## src/rtl/seq_detector_param.sv

```systemverilog
// seq_detector_param: programmable serial pattern detector with overlap mode,
// valid qualifier, synchronous clear and saturating match counter.
module seq_detector_param #(
  parameter int                 PAT_LEN = 4,
  parameter logic [PAT_LEN-1:0] PATTERN = 4'b1111,
  parameter int                 CNT_W   = 8
) (
  input  logic             clock,
  input  logic             rst,
  input  logic             en,
  input  logic             clr,
  input  logic             overlap,
  input  logic             w,
  output logic             Z,
  output logic [CNT_W-1:0] cnt
);
  localparam int FW = $clog2(PAT_LEN + 1);
  localparam logic [FW-1:0] FULL = FW'(PAT_LEN);
  logic [PAT_LEN-1:0] hist_q, hist_d, nh;
  logic [FW-1:0]      fill_q, fill_d, nf;
  logic [CNT_W-1:0]   cnt_q, cnt_d;
  logic               z_q, z_d, match, flush;
  always_comb begin
    nh     = {hist_q[PAT_LEN-2:0], w};
    nf     = (fill_q == FULL) ? fill_q : fill_q + FW'(1);
    // match is gated by the fill level so an all-zero pattern cannot fire on reset history
    match  = en && !clr && (nf == FULL) && (nh == PATTERN);
    flush  = clr || (match && !overlap);
    hist_d = flush ? '0 : en ? nh : hist_q;
    fill_d = flush ? '0 : en ? nf : fill_q;
    cnt_d  = clr ? '0 : (match && cnt_q != '1) ? cnt_q + CNT_W'(1) : cnt_q;
    z_d    = match;
  end
  always_ff @(posedge clock or negedge rst) begin
    if (!rst) begin
      hist_q <= '0;
      fill_q <= '0;
      cnt_q  <= '0;
      z_q    <= 1'b0;
    end else begin
      hist_q <= hist_d;
      fill_q <= fill_d;
      cnt_q  <= cnt_d;
      z_q    <= z_d;
    end
  end
  assign Z   = z_q;
  assign cnt = cnt_q;
endmodule

```

## config.mk

```make
export PLATFORM = sky130hd
export DESIGN_NAME = seq_detector_param
export DESIGN_NICKNAME = d
export VERILOG_FILES = /design/src/rtl/seq_detector_param.sv
export SDC_FILE = /design/constraint.sdc
export NUM_CORES = 1
export LEC_CHECK = 0
export BUFFER_PORTS_ARGS = -buffer_cell sky130_fd_sc_hd__buf_2
export CORE_MARGIN = 5
export CORE_UTILIZATION = 47
export CTS_CLUSTER_SIZE = 10
export DETAILED_ROUTE_END_ITERATION = 12
export HOLD_SLACK_MARGIN = 0.08
export PLACE_DENSITY = 0.7
export SYNTH_ARGS = -nofsm -noshare
export SYNTH_HDL_FRONTEND = slang
export SYNTH_SLANG_ARGS = --single-unit
```

## constraint.sdc

```tcl
create_clock -name clock -period 2.1 [get_ports clock]
set_input_delay 0.21 -clock clock [delete_from_list [all_inputs] [get_ports clock]]
set_output_delay 0.21 -clock clock [all_outputs]
set_load 0.01 [all_outputs]
```

Yosys cells after proc, flatten, opt, wreduce, memory -nomap -nowiden. Cells that the tools add are included.

Eq/ne operators: 4. Mux-type cells: 7. Reduce and logical (&&, ||, !) cells: 10. $add $sub $neg: 2.

Operator list (number): $mux 8 (2); $mux 3 (5); $add 8x1->8 const B (1); $ne 8x8->1 const B (1); $eq 3x3->1 const B (2); $logic_and 1x1->1 (5); $eq 4x4->1 const B (1); $reduce_bool 2->1 (2); $add 3x1->3 const B (1); $logic_not 1->1 (2); $logic_or 1x1->1 (1).

Flip-flop bits (word level): 15. Output and inout port bits: 9. Logic and storage cells: 27.

Depth between registers and ports, before layout.
Depth in word-level cells: 8. Gate-level depth with buffers: 8. Gate-level depth less buffers: 8.

Least setup slack after synthesis. No wires, ideal clock.

Path kind: register -> register. Start: register fill_q[0]. End: register cnt_q[5], in the netlist cnt[5]. Required time: 2022 ps. Setup time: 78 ps. Slack: 193 ps. Arrival: 1829 ps. Stages on the path, launching flop included: 8. Path buffers: 0. Period minus slack after synthesis: 1907 ps. Cells stage by stage: dfrtp_1 -> inv_1 -> ha_1 -> nor4b_1 -> or3_4 -> nand3_4 -> or4_1 -> a21oi_1.

Cells in the longest elaborated chain, start to end: 7.

Ends and longest elaborated chain: from (decl) (line 20) `logic [FW-1:0] fill_q, fill_d, nf;`; from (signal assigned) (line 42) `fill_q <= fill_d;`; $add 3x1->3 / $eq 3x3->1 (equally long branches) (line 25) `nf = (fill_q == FULL) ? fill_q : fill_q + FW'(1);`; $mux 3 (*) (line 25); $eq 3x3->1 (*) (line 27) `match = en && !clr && (nf == FULL) && (nh == PATTERN);`; $logic_and 1x1->1 (*) (2 in series) (line 27); $logic_and 1x1->1 (*) (line 31) `cnt_d = clr ? '0 : (match && cnt_q != '1) ? cnt_q + CNT_W'(1) : cnt_q;`; $reduce_bool 2->1 (no source line) (*); to (signal assigned) (line 43) `cnt_q <= cnt_d;`; to (decl) (line 21) `logic [CNT_W-1:0] cnt_q, cnt_d;`.

Mark *: on every way between the ends. The rest lies on a longest branch, timed or not. A chain may end at the register's enable or synchronous reset.

Final worst setup path.
Start: register fill_q[1]. End: register cnt_q[5], in the netlist cnt[5].

Same word-level chain as after synthesis.

==> flow_metrics.py <==
metrics = {
    "status": {
        "outcome": "finished, final reports clean",
    },
    "timing": {
        "fin_skew_ps": 2.78,
        "setup_ws_ps": 102,
        "hold_ws_ps": 190,
        "tightest_slew_ps": 377,
        "report.final.slew_viol_count": 0,
        "slew_headroom_pct": 74.6,
        "tns_ps": 0,
        "hold_viol_final": 0,
        "period_share_pct": 95.1,
        "finalSetupViolCount": 0,
        "fmax_ghz": 0.501,
        "fin_crit_ps": 2000,
    },
    "power": {
        "power_frac_clock_pct": 30.5,
        "p_int_uw": 401,
        "leakage_nw": 0.449,
        "p_sw_uw": 130,
        "ir_drop_v": 0.000304,
        "seqPwrFrac_pct": 56.4,
        "power-per-cell-area_nw_per_um2": 563,
        "p_sw_share_pct": 24.5,
        "p_comb_share_pct": 13.1,
    },
    "cts": {
        "clock-root-buffer": "clkbuf_4",
        "htree_levels": 1,
        "cts_buffers": 3,
        "clk_pin_slew_ps": 90,
        "cts.sinks": 15,
        "clk_latency_ps": 280,
        "cts_tree": "done",
        "clockBufferDepth": 2,
    },
    "drt": {
        "drtIter0Drc": 14,
        "drc": 0,
        "dr.pass1.iters": 4,
        "via_per_inst": 5.81,
        "drt_wl_total_um": 1650,
        "ant_nets": 0,
        "vias": 656,
        "avgRoutedWirePerCell_um": 14.6,
    },
    "run": {
        "cap_violations": 0,
    },
    "setup_path": {
        "arrival_ps": 2210,
        "end_kind": "flip-flop",
        "path_class": "flip-flop to flip-flop",
        "critPathLaunchType": "flip-flop",
        "crit_required_ps": 2310,
        "critPathMaxFanout": 7,
    },
    "logic_synthesis": {
        "synth-seq-cells": 15,
        "avgSynthCellArea_um2": 10.3,
        "netlist_area_um2": 796,
        "ys_async_sr_fraction_pct": 100,
        "synthSimpleGateAreaFrac_pct": 28.9,
        "synth_adder_area_share_pct": 4.72,
        "synth_top_family_by_area": "simple AND/OR/NAND/NOR gates",
        "synth_cells": 77,
        "synthesis.nets": 86,
        "synth_warnings": 0,
        "ys.flop_type": "dfrtp_1",
        "synth_compound_area_share_pct": 12.7,
        "synth_common_cells": "dfrtp_1, nor2_1, a21oi_1, nand2_1, nand4_1",
        "synth.distinct_cells": 30,
        "synth_most_common_cell": "dfrtp_1",
        "muxShareOfSynthArea_pct": 1.26,
        "synth_area_leaders": "dfrtp_1, ha_1, a21oi_1",
        "synthXorXnorAreaFrac_pct": 3.30,
        "yosysTopAreaCell": "dfrtp_1",
        "ys_seq_area_share_pct": 47.2,
        "synth_top_area_share_pct": 47.2,
        "synth_edf_count": 0,
    },
    "placement": {
        "dp_slack_ps": 140,
        "gp_congestion": 0.795,
        "hpwl_um": 1160,
        "io_buffers": 14,
    },
    "cells_and_area": {
        "multiInputGateArea_um2": 415,
        "fin_util_pct": 60.5,
        "area_growth_pct": 18.6,
        "nNetsFinal": 107,
        "layout-drive-gt1-share_pct": 25.8,
        "ff_latch_area_um2": 375,
        "num-fill-cells": 129,
        "antenna_cells": 0,
    },
    "global_route": {
        "gr-usage-all-layers_pct": 15.0,
        "grt_pass1_wl_um": 2960,
        "grt-ovfl-total": 0,
        "antenna_found_initial": 0,
        "grt_pass1_vias": 681,
        "grt_start_max_net_pins": 16,
    },
    "floorplanning": {
        "num_rows": 14,
        "start_util_pct": 51.0,
        "die_w_um": 51.1,
        "die_area_um2": 2620,
        "core_um2": 1560,
        "io_pins": 15,
        "fp.dieH_um": 51.1,
    },
    "worst_hold_path": {
        "hold_class": "input port to flip-flop",
    },
}
cell type report:
class                      instances  area share [%]
tap                               16            2.12
timing repair buffer              17            10.1
sequential                        15            39.8
inverter                           3            1.19
clock buffer                       4            2.79
multi-input combinational         58            44.0
per-stage QoR:
| step | power (mW) | std cells | cell area (µm²) |
|---|---|---|---|
| floorplan | 0.345 | 77 | 796 |
| global placement | 0.366 | 107 | 890 |
| detailed placement | 0.366 | 107 | 890 |
| CTS | 0.532 | 112 | 926 |
| global route | 0.565 | 113 | 943 |
| finish | 0.531 | 113 | 943 |
registers in the layout, indices dropped and copies added, names as in the netlist:
signal and count:
Z 1, cnt 8, fill_q 3, hist_q 3
path summary, 6_finish.rpt:
path                       depth (start not counted)        end      start  slack (ps)
setup / recovery                                   7     cnt[5]  fill_q[1]         100
hold / removal                                     2  hist_q[0]          w         190
setup reg to reg                                   7     cnt[5]  fill_q[1]         100
hold reg to reg                                    1  hist_q[2]  hist_q[2]         510
max in group asynchronous                          2     cnt[0]        rst        1480
min in group asynchronous                          2  hist_q[1]        rst         360
power by group through the flow:
stage / logic, mW / clock network, mW / registers (mW)
floorplan: 0.0398 / 0 / 0.305
global placement: 0.0605 / 0 / 0.305
detailed placement: 0.0612 / 0 / 0.305
CTS: 0.0634 / 0.169 / 0.299
global route: 0.0775 / 0.187 / 0.300
finish: 0.0694 / 0.162 / 0.299
cells in the final DEF (no fill, tap or decap), types with 2 or more instances in the layout:
cell type and count:
dfrtp_1 15, buf_2 14, nor2_1 9, a21oi_1 6, nand4_1 4, nand2_1 4
inv_1 3, a32o_1 3, o21ai_0 3, or3_1 3, ha_1 3, clkbuf_4 3
nand3_1 2, xor2_1 2, buf_4 2
logic make-up (layout without fill, tap and decap cells):
logic type | Yosys count | in the layout
mux | 1 | 1
simple gates | 35 | 35
buf+inv | 4 | 24
flops | 15 | 15
xor+xnor | 3 | 3
fa+ha+maj | 3 | 3
compound gates | 16 | 16
critical path: stages (launching register included):
cell     delay, ps
dfrtp_1        390
inv_1           70
ha_1           320
nor4b_2        280
or3_4          190
nand3_4        110
or4_1          440
a21oi_2        140
timing repair:
| item | CTS | global route |
|---|---|---|
| hold buffers | 1 | 0 |
| endpoints found under the setup margin | 0 | 8 |
| buffers inserted | 0 | 1 |
| hold endpoints to repair | 15 | 0 |
| resized for setup | 0 | 2 |
routing by layer:
layer / share of wire [%] / vias to the layer above / GRT usage, %
met5: 0 / - / 0
met1: 47 / 315 / 18.9
li1: - / 332 / -
met2: 50 / 7 / 23.8
met3: 2.7 / 2 / 3.49
met4: 0.61 / 0 / 7.62
Power figures use the tool's default switching activity.
